### config.mk
export PLATFORM = sky130hd
export DESIGN_NAME = rng_sample_buffer_flat
export DESIGN_NICKNAME = d
export VERILOG_FILES = /design/src/rtl/rng_sample_buffer_if.sv /design/src/rtl/rng_sample_buffer.sv /design/src/flat_wrapper.sv
export SDC_FILE = /design/constraint.sdc
export NUM_CORES = 1
export LEC_CHECK = 0
export BUFFER_PORTS_ARGS = -buffer_cell sky130_fd_sc_hd__clkbuf_2
export CAP_MARGIN = 20
export CORE_ASPECT_RATIO = 1.4
export CORE_MARGIN = 2
export CORE_UTILIZATION = 38
export DETAILED_ROUTE_END_ITERATION = 8
export SYNTH_ARGS = -nofsm -noshare
export SYNTH_HDL_FRONTEND = slang
export SYNTH_SLANG_ARGS = --single-unit
### constraint.sdc
create_clock -name clk -period 5.8 [get_ports clk]
set_input_delay 0.29 -clock clk [delete_from_list [all_inputs] [get_ports clk]]
set_output_delay 0.29 -clock clk [all_outputs]
set_load 0.005 [all_outputs]
### src/rtl/rng_sample_buffer_if.sv
// Generator and host signals of the RNG sample buffer, bundled as one interface.
interface rng_sample_buffer_if #(
  parameter int unsigned WIDTH = 8,
  parameter int unsigned DEPTH = 8
);
  localparam int unsigned CW = $clog2(DEPTH + 1);

  logic             src_valid;
  logic [WIDTH-1:0] src_data;
  logic             src_restart;
  logic             rd_en;
  logic [WIDTH-1:0] rd_data;
  logic             empty;
  logic             full;
  logic [CW-1:0]    count;
  logic             health_fail;
  logic             timeout_err;
  logic             clear_err;

  // Generator/host side
  modport master (
    output src_valid, src_data, rd_en, clear_err,
    input  src_restart, rd_data, empty, full, count, health_fail, timeout_err
  );

  // Buffer side
  modport slave (
    input  src_valid, src_data, rd_en, clear_err,
    output src_restart, rd_data, empty, full, count, health_fail, timeout_err
  );
endinterface

### src/rtl/rng_sample_buffer.sv
// Requests samples from the RNG, screens them with a repetition-count test and
// queues passing samples in a show-ahead FIFO for the host.
module rng_sample_buffer #(
  parameter int unsigned WIDTH        = 8,
  parameter int unsigned DEPTH        = 8,
  parameter int unsigned REPEAT_LIMIT = 4,
  parameter int unsigned TIMEOUT      = 32
) (
  input  logic               clk,
  input  logic               reset_L,
  rng_sample_buffer_if.slave bus
);
  localparam int unsigned AW = (DEPTH > 1) ? $clog2(DEPTH) : 1;
  localparam int unsigned CW = $clog2(DEPTH + 1);
  localparam int unsigned TW = $clog2(TIMEOUT);
  localparam int unsigned RW = $clog2(REPEAT_LIMIT + 1);

  typedef enum logic [1:0] {IDLE, REQ, WAIT} state_t;

  state_t           state_q, state_d;
  logic [TW-1:0]    tmo_q, tmo_d;
  logic             valid_q;
  logic             restart_q;
  logic             cap_v_q, cap_v_d;
  logic [WIDTH-1:0] cap_d_q;
  logic             tmo_fire_c;
  logic             rise_c;

  logic [WIDTH-1:0] last_q;
  logic [RW-1:0]    run_q, run_nxt_c;
  logic             health_fail_q, timeout_err_q;
  logic             trip_c;

  logic [WIDTH-1:0] mem_q [DEPTH];
  logic [AW-1:0]    wr_ptr_q, rd_ptr_q;
  logic [CW-1:0]    count_q, count_d;
  logic             empty_q, full_q;
  logic [WIDTH-1:0] rd_data_q, head_d;
  logic             push_c, pop_c;

  assign rise_c = bus.src_valid & ~valid_q;
  assign pop_c  = bus.rd_en & ~empty_q;

  // Request FSM: one outstanding request, none while a capture is still being screened
  always_comb begin
    state_d    = state_q;
    tmo_d      = tmo_q;
    cap_v_d    = 1'b0;
    tmo_fire_c = 1'b0;
    case (state_q)
      IDLE: begin
        if (!health_fail_q && !cap_v_q && (!full_q || pop_c)) state_d = REQ;
      end
      REQ: begin
        tmo_d   = '0;
        state_d = WAIT;
      end
      WAIT: begin
        tmo_d = tmo_q + TW'(1);
        if (rise_c) begin
          cap_v_d = 1'b1;
          state_d = IDLE;
        end else if (tmo_q == TW'(TIMEOUT - 2)) begin
          tmo_fire_c = 1'b1;
          state_d    = IDLE;
        end
      end
      default: state_d = IDLE;
    endcase
  end

  // FSM state, valid edge history, restart pulse and capture stage
  always_ff @(posedge clk or negedge reset_L) begin
    if (!reset_L) begin
      state_q   <= IDLE;
      tmo_q     <= '0;
      valid_q   <= 1'b0;
      restart_q <= 1'b0;
      cap_v_q   <= 1'b0;
      cap_d_q   <= '0;
    end else begin
      state_q   <= state_d;
      tmo_q     <= tmo_d;
      valid_q   <= bus.src_valid;
      restart_q <= (state_d == REQ);
      cap_v_q   <= cap_v_d;
      if (cap_v_d) cap_d_q <= bus.src_data;
    end
  end

  // Repetition-count test on the captured sample; a coinciding clear suppresses the trip
  always_comb begin
    run_nxt_c = RW'(1);
    if (run_q != '0 && cap_d_q == last_q) run_nxt_c = run_q + RW'(1);
    trip_c = cap_v_q && (run_nxt_c == RW'(REPEAT_LIMIT)) && !bus.clear_err;
    push_c = cap_v_q && !trip_c && (!full_q || pop_c);
  end

  // Sticky error flags and repetition state
  always_ff @(posedge clk or negedge reset_L) begin
    if (!reset_L) begin
      health_fail_q <= 1'b0;
      timeout_err_q <= 1'b0;
      run_q         <= '0;
      last_q        <= '0;
    end else if (bus.clear_err) begin
      health_fail_q <= 1'b0;
      timeout_err_q <= 1'b0;
      run_q         <= '0;
    end else begin
      if (tmo_fire_c) timeout_err_q <= 1'b1;
      if (cap_v_q) begin
        run_q  <= run_nxt_c;
        last_q <= cap_d_q;
        if (trip_c) health_fail_q <= 1'b1;
      end
    end
  end

  // Next occupancy and next show-ahead head
  always_comb begin
    count_d = count_q;
    if (push_c && !pop_c)      count_d = count_q + CW'(1);
    else if (pop_c && !push_c) count_d = count_q - CW'(1);
    head_d = rd_data_q;
    if (pop_c)                   head_d = (count_q == CW'(1)) ? cap_d_q : mem_q[rd_ptr_q + AW'(1)];
    else if (push_c && empty_q)  head_d = cap_d_q;
  end

  // FIFO pointers, flags and registered head
  always_ff @(posedge clk or negedge reset_L) begin
    if (!reset_L) begin
      wr_ptr_q  <= '0;
      rd_ptr_q  <= '0;
      count_q   <= '0;
      empty_q   <= 1'b1;
      full_q    <= 1'b0;
      rd_data_q <= '0;
    end else begin
      if (push_c) wr_ptr_q <= wr_ptr_q + AW'(1);
      if (pop_c)  rd_ptr_q <= rd_ptr_q + AW'(1);
      count_q   <= count_d;
      empty_q   <= (count_d == '0);
      full_q    <= (count_d == CW'(DEPTH));
      rd_data_q <= head_d;
    end
  end

  // FIFO storage
  always_ff @(posedge clk) begin
    if (push_c) mem_q[wr_ptr_q] <= cap_d_q;
  end

  assign bus.src_restart = restart_q;
  assign bus.rd_data     = rd_data_q;
  assign bus.empty       = empty_q;
  assign bus.full        = full_q;
  assign bus.count       = count_q;
  assign bus.health_fail = health_fail_q;
  assign bus.timeout_err = timeout_err_q;
endmodule

### src/flat_wrapper.sv
// flat-port wrapper written by rule: the top's interface ports become plain ports
module rng_sample_buffer_flat 
#(
  parameter int unsigned WIDTH        = 8,
  parameter int unsigned DEPTH        = 8,
  parameter int unsigned REPEAT_LIMIT = 4,
  parameter int unsigned TIMEOUT      = 32
)
  (clk, reset_L, bus_src_valid, bus_src_data, bus_rd_en, bus_clear_err, bus_src_restart, bus_rd_data, bus_empty, bus_full, bus_count, bus_health_fail, bus_timeout_err);
  rng_sample_buffer_if #(.WIDTH(WIDTH), .DEPTH(DEPTH)) bus_i ();
  input  logic clk;
  input  logic reset_L;
  input wire logic [$bits(bus_i.src_valid)-1:0] bus_src_valid;
  input wire logic [$bits(bus_i.src_data)-1:0] bus_src_data;
  input wire logic [$bits(bus_i.rd_en)-1:0] bus_rd_en;
  input wire logic [$bits(bus_i.clear_err)-1:0] bus_clear_err;
  output wire logic [$bits(bus_i.src_restart)-1:0] bus_src_restart;
  output wire logic [$bits(bus_i.rd_data)-1:0] bus_rd_data;
  output wire logic [$bits(bus_i.empty)-1:0] bus_empty;
  output wire logic [$bits(bus_i.full)-1:0] bus_full;
  output wire logic [$bits(bus_i.count)-1:0] bus_count;
  output wire logic [$bits(bus_i.health_fail)-1:0] bus_health_fail;
  output wire logic [$bits(bus_i.timeout_err)-1:0] bus_timeout_err;
  assign bus_i.src_valid = bus_src_valid;
  assign bus_i.src_data = bus_src_data;
  assign bus_i.rd_en = bus_rd_en;
  assign bus_i.clear_err = bus_clear_err;
  assign bus_src_restart = bus_i.src_restart;
  assign bus_rd_data = bus_i.rd_data;
  assign bus_empty = bus_i.empty;
  assign bus_full = bus_i.full;
  assign bus_count = bus_i.count;
  assign bus_health_fail = bus_i.health_fail;
  assign bus_timeout_err = bus_i.timeout_err;
  rng_sample_buffer #(.WIDTH(WIDTH), .DEPTH(DEPTH), .REPEAT_LIMIT(REPEAT_LIMIT), .TIMEOUT(TIMEOUT)) u_core (.clk(clk), .reset_L(reset_L), .bus(bus_i));
endmodule
==> impl_metrics.json, run 1 <==
{
  "drive_above_1_share_pct": 24.9,
  "area_growth_pct": 18.3,
  "antenna_found_initial": 0,
  "syn_inst": 349,
  "synth_edf_count": 64,
  "min_period_ns": 2.94,
  "hold_viol": 0,
  "postCtsSetupRepairBufs": 0,
  "initial_core_util_pct": 38.8,
  "cp_max_fo": 8,
  "fin_crit_sh_pct": 50.6,
  "ys_warn_count": 0,
  "slew_headroom_pct": 33.4,
  "crit_path_start": "u_core.run_q[0]",
  "power_frac_seq_pct": 40.6,
  "synthFlopType": "edfxtp_1",
  "fin_skew_ns": 0.00749,
  "layout.nets": 417,
  "ys_ff_latch": 115,
  "first_iter_violations": 170,
  "cts_resized": 0,
  "wl_per_cell_um": 15.8,
  "start_kind": "register",
  "drc": 0,
  "cts_buffer_depth": 2,
  "ant_nets": 0,
  "clock_sink_count": 115,
  "end_kind": "register",
  "antenna_cells": 0,
  "setup_tns_ns": 0,
  "grt_use_total_pct": 13.9,
  "maxCapViolations": 0,
  "yosysTopAreaCell": "edfxtp_1",
  "final-setup-viol-count": 0,
  "path_clk_slew_ns": 0.05,
  "fmax_mhz": 341,
  "dpl.hpwl_um": 5910,
  "p_per_area_nw_per_um2": 538,
  "syn_nets": 374,
  "drv_slew": 0,
  "die_w_um": 101,
  "htree_num_levels": 4,
  "cts_root_buf": "clkbuf_16",
  "power_mw": 3.16,
  "pin_count": 30,
  "ys_async_sr_fraction_pct": 44.3,
  "grt_max_degree": 52,
  "post-synth-top-count-cell": "edfxtp_1",
  "rsz0062_at_grt": "no",
  "core_area_sq_um": 12800,
  "swShare_pct": 30.4,
  "fillers": 1120,
  "numCtsBuffers": 17,
  "fin_area_sq_um": 5880,
  "power.switching_mw": 0.960,
  "rows": 49,
  "dr_total_vias": 2832,
  "critPathRequiredTime_ns": 6.08,
  "viasPerCell": 5.08,
  "grt_overflow": 0,
  "port_buffers": 29,
  "combPwrFrac_pct": 28.2,
  "hold_class": "input pin to asynchronous set/reset pin",
  "worstPathArrival_ns": 3.22,
  "timing.rr.start": "u_core.run_q[0]",
  "firstDrtPassIters": 4,
  "critical_path_class": "register to register",
  "place.gp.congestion": 0.698,
  "synth_seq_area_share_pct": 64.3,
  "post-route-util_pct": 45.9,
  "p_leak_nw": 2.35,
  "clock_power_share_pct": 31.2,
  "internal-power_mw": 2.20,
  "tritoncts": "built",
  "die_h_um": 139,
  "worstMarginPinSlew_ns": 0.996,
  "avgSynthCellArea_sq_um": 14.3,
  "synth_cell_types": 39,
  "peakVddDrop_uv": 244,
  "synth_area_leaders": "edfxtp_1, dfrtp_1, mux4_2",
  "yosys-top-cells-count": "edfxtp_1, dfrtp_1, nand2_1",
  "status": "complete, no violations",
  "wl_um": 8840,
  "grt_pass1_wl_um": 14900,
  "syn-cell-area_sq_um": 4970,
  "postCtsHoldBufs": 0,
  "yosys.area.top_type_share_pct": 38.6,
  "first_global_vias": 2930,
  "insertion_delay_ns": 0.40,
  "dpl-instance-area_sq_um": 5270,
  "die_area_sq_um": 14000
}
## area by class of cell
cell class,count,area (sq um),area share [%]
clock buffer,28,527,8.96
clock inverter,4,45.0,0.766
inverter,12,45.0,0.766
multi-input combinational,212,1670,28.4
sequential,115,3200,54.4
tap,153,191,3.25
timing repair buffer,34,203,3.45
## layer usage
layer,up-vias,global-route usage (%),wire length [um]
li1,1348,-,-
met1,1429,16.7,3790
met2,44,23.1,4670
met3,11,4.37,236
met4,0,5.62,150
met5,-,0,0
## worst paths after layout
path                            slack [ns]               endpoint  depth (start not counted)
worst max-delay path                  2.86  u_core.bus.rd_data[4]                          7
worst min-delay path                 0.007        u_core.tmo_q[2]                          2
worst max register to register        2.86  u_core.bus.rd_data[4]                          7
worst min register to register        0.48     u_core.rd_ptr_q[1]                          2
max in group asynchronous             5.34       u_core.last_q[6]                          2
min in group clk                      0.03         u_core.valid_q                          1
## critical path: stages, from the launching register on
cell and delay, ns:
dfrtp_1 0.41, inv_1 0.08, ha_1 0.32, or4_4 0.55
o41ai_4 0.52, nor2_1 0.19, a21oi_4 0.35, mux2_2 0.37
## power by group through the flow
stage / combinational, mW / clock [mW] / sequential [mW]
finish: 0.891 / 0.987 / 1.28
CTS: 0.856 / 1.01 / 1.31
global placement: 0.831 / 0 / 1.31
global route: 1.00 / 1.05 / 1.32
floorplan: 0.692 / 0 / 1.24
detailed placement: 0.852 / 0 / 1.33
## flip-flops by register name, indices dropped and copies added (netlist names), 3 cells and up
| register | cells |
|---|---|
| u_core.mem_q | 64 |
| u_core.bus.rd_data | 8 |
| u_core.cap_d_q | 8 |
| u_core.last_q | 8 |
| u_core.tmo_q | 5 |
| u_core.bus.count | 4 |
| u_core.rd_ptr_q | 3 |
| u_core.run_q | 3 |
| u_core.wr_ptr_q | 3 |
## logic make-up after synthesis
| family | after synthesis | share of synthesized area (%) |
|---|---|---|
| muxes | 45 | 13.5 |
| xor gates and xnor gates | 17 | 2.99 |
| and+or+nand+nor | 106 | 9.69 |
| DFF | 115 | 64.3 |
| buffers and inverters | 22 | 2.06 |
| adders and majority gates | 12 | 3.02 |
| AOI/OAI and AO/OA | 32 | 4.40 |
## cells in the final DEF, fill, tap and decap left out, types with 3 or more instances in the layout
| cell type | Yosys | routed |
|---|---|---|
| edfxtp_1 | 64 | 64 |
| dfrtp_1 | 50 | 50 |
| nand2_1 | 46 | 46 |
| clkbuf_2 | 0 | 29 |
| nor2_1 | 25 | 25 |
| mux2_2 | 17 | 17 |
| clkbuf_16 | 0 | 17 |
| mux4_2 | 16 | 16 |
| xnor2_1 | 12 | 12 |
| mux2i_1 | 12 | 12 |
| a21oi_1 | 12 | 12 |
| ha_1 | 12 | 12 |
| inv_1 | 11 | 11 |
| o21ai_0 | 9 | 9 |
| nor3_1 | 8 | 8 |
| nand3_1 | 8 | 8 |
| nand2b_1 | 7 | 7 |
| clkbuf_8 | 0 | 6 |
| xor2_1 | 5 | 5 |
| clkbuf_1 | 6 | 5 |
| clkinv_2 | 0 | 3 |
## stage by stage
| stage | worst slack, ns | hold slack, ns | cells |
|---|---|---|---|
| 3_5_place_dp | 2.67 | 0.439 | 523 |
| 6_report | 2.86 | 0.00664 | 558 |
| 2_1_floorplan | 3.20 | -0.00559 | 349 |
| 5_1_grt | 2.72 | 0.0281 | 558 |
| 3_3_place_gp | 2.86 | 0.431 | 523 |
| 4_1_cts | 2.60 | 0.00859 | 555 |
Power figures use the tool's default switching activity.
==> run 2: changes to the inputs <==
- clock period: 5.8 -> 2.7 ns (I/O delays scaled with it)
==> run 2 against run 1 <==
Compared with the run above:
- via count grew 5.1%
- setup slack lost 2.8 ns
- critical path type unchanged
- largest power group unchanged
- wire length grew 14%
==> impl_metrics.json, run 2 (same netlist as run 1, synthesis figures left out) <==
{
  "fmax_mhz": 379,
  "fin_crit_sh_pct": 97.8,
  "fin_skew_ns": 0.00671,
  "status": "complete, no violations",
  "drv_slew": 0,
  "worstPathArrival_ns": 2.97,
  "port_buffers": 29,
  "ant_nets": 0,
  "drive_above_1_share_pct": 30.8,
  "pin_count": 30,
  "layout_commonest_cell": "edfxtp_1",
  "p_leak_nw": 2.52,
  "wl_um": 10100,
  "hold_depth": 4,
  "path_clk_slew_ns": 0.06,
  "worstMarginPinSlew_ns": 0.760,
  "die_w_um": 101,
  "hold_viol": 0,
  "start_kind": "register",
  "firstDrtPassIters": 4,
  "numCtsBuffers": 17,
  "core_area_sq_um": 12800,
  "critical_path_class": "register to register",
  "place_ws_ns": -0.0381,
  "grt_max_degree": 27,
  "tritoncts": "built",
  "cts_root_buf": "clkbuf_16",
  "insertion_delay_ns": 0.41,
  "end_kind": "register",
  "slew_headroom_pct": 49.3,
  "p_per_area_nw_per_um2": 1180,
  "rows": 49,
  "first_iter_violations": 132,
  "grt_use_total_pct": 15.4,
  "final_cell_mix": "edfxtp_1, dfrtp_1, nand2_1",
  "rr_worst_depth": 8,
  "cts_buffer_depth": 2,
  "die_h_um": 139,
  "grt_overflow": 0,
  "grt_pass1_wl_um": 16100,
  "dpl.hpwl_um": 6870,
  "min_period_ns": 2.64,
  "die_area_sq_um": 14000,
  "antenna_cells": 0,
  "initial_core_util_pct": 38.8,
  "place.gp.congestion": 0.797,
  "antenna_found_initial": 0,
  "viasPerCell": 5.01,
  "wl_per_cell_um": 17.0,
  "cp_max_fo": 5,
  "final-setup-viol-count": 0,
  "setup_ws_ns": 0.0581,
  "maxCapViolations": 0,
  "layout.nets": 453,
  "power_mw": 7.37,
  "fin_area_sq_um": 6260,
  "hold_class": "input pin to register",
  "htree_num_levels": 4,
  "dr_total_vias": 2976,
  "critPathRequiredTime_ns": 3.03,
  "clock_sink_count": 115,
  "drc": 0,
  "rsz0062_at_grt": "yes",
  "largest-register": "u_core.mem_q",
  "dpl-instance-area_sq_um": 5460,
  "first_global_vias": 3099,
  "peakVddDrop_uv": 613,
  "largest_reg_flops": 64,
  "area_growth_pct": 25.8
}
==> run 2: changes by cell type in the layout (fill, tap and decap cells not counted), sizes merged <==
cell         delta
buf            +27
bufinv          +4
clkbuf         -13
clkinv          +2
clkinvlp        +5
dlygate4sd3    +11
==> run 2: stage by stage <==
stage                     hold slack [ns]  instances  setup TNS, ns  utilization [%]
after floorplan                    -0.161        349              0                -
after global placement              0.211        548              0             42.6
after detailed placement            0.224        548         -0.303             42.6
after CTS                           0.167        591              0             48.5
after global routing                0.193        594        -0.0795             48.8
final                               0.175        594              0             48.8
==> run 2: area by class of cell <==
type,count,area [sq um]
well taps,153,191
multi-input cells,212,1700
inverters,12,45.0
flip-flops and latches,115,3200
fillers,1065,6560
clock buffers,17,425
repair buffers,70,480
clock inverters,15,214
==> run 2: path summary, 6_finish.rpt <==
kind                                    start                  to  slack (ns)
max                           u_core.run_q[0]     u_core.bus.full        0.06
min                                 bus_rd_en  u_core.rd_ptr_q[0]        0.18
max reg2reg                   u_core.run_q[0]     u_core.bus.full        0.06
min reg2reg                u_core.rd_ptr_q[1]  u_core.rd_ptr_q[1]        0.49
max in group asynchronous             reset_L    u_core.last_q[1]        1.61
min in group asynchronous             reset_L     u_core.tmo_q[2]        0.28
==> run 2: power by group <==
part / leakage (nW) / total [mW] / internal (mW) / switching [mW]
logic: 0.999 / 2.36 / 1.11 / 1.25
registers: 1.23 / 2.59 / 2.32 / 0.268
clock network: 0.296 / 2.42 / 1.62 / 0.792
total: 2.52 / 7.37 / 5.06 / 2.31
==> run 2: critical path, cell delays in order, from the launching register on <==
cell and delay, ns:
dfrtp_1 0.41, inv_2 0.09, ha_4 0.20, or4_4 0.52, o41ai_4 0.43, buf_4 0.22
mux2i_2 0.25, xor2_1 0.24, nor3b_2 0.21
==> run 2: timing repair <==
| item | CTS | global route |
|---|---|---|
| setup buffers | 0 | 3 |
| gates resized for setup | 1 | 6 |
| pin swaps | 0 | 6 |
| endpoints found under the hold margin | 37 | 0 |
| setup endpoints to repair | 8 | 18 |
| hold buffers | 11 | 0 |
==> run 2: per-layer routing <==
layer | track usage [%] | vias to the layer above | part of all wire [%]
met2 | 26.1 | 50 | 53
met3 | 4.27 | 12 | 2.8
met1 | 18.1 | 1491 | 43
met4 | 6.71 | 0 | 1.8
li1 | - | 1423 | -
met5 | 0 | - | 0
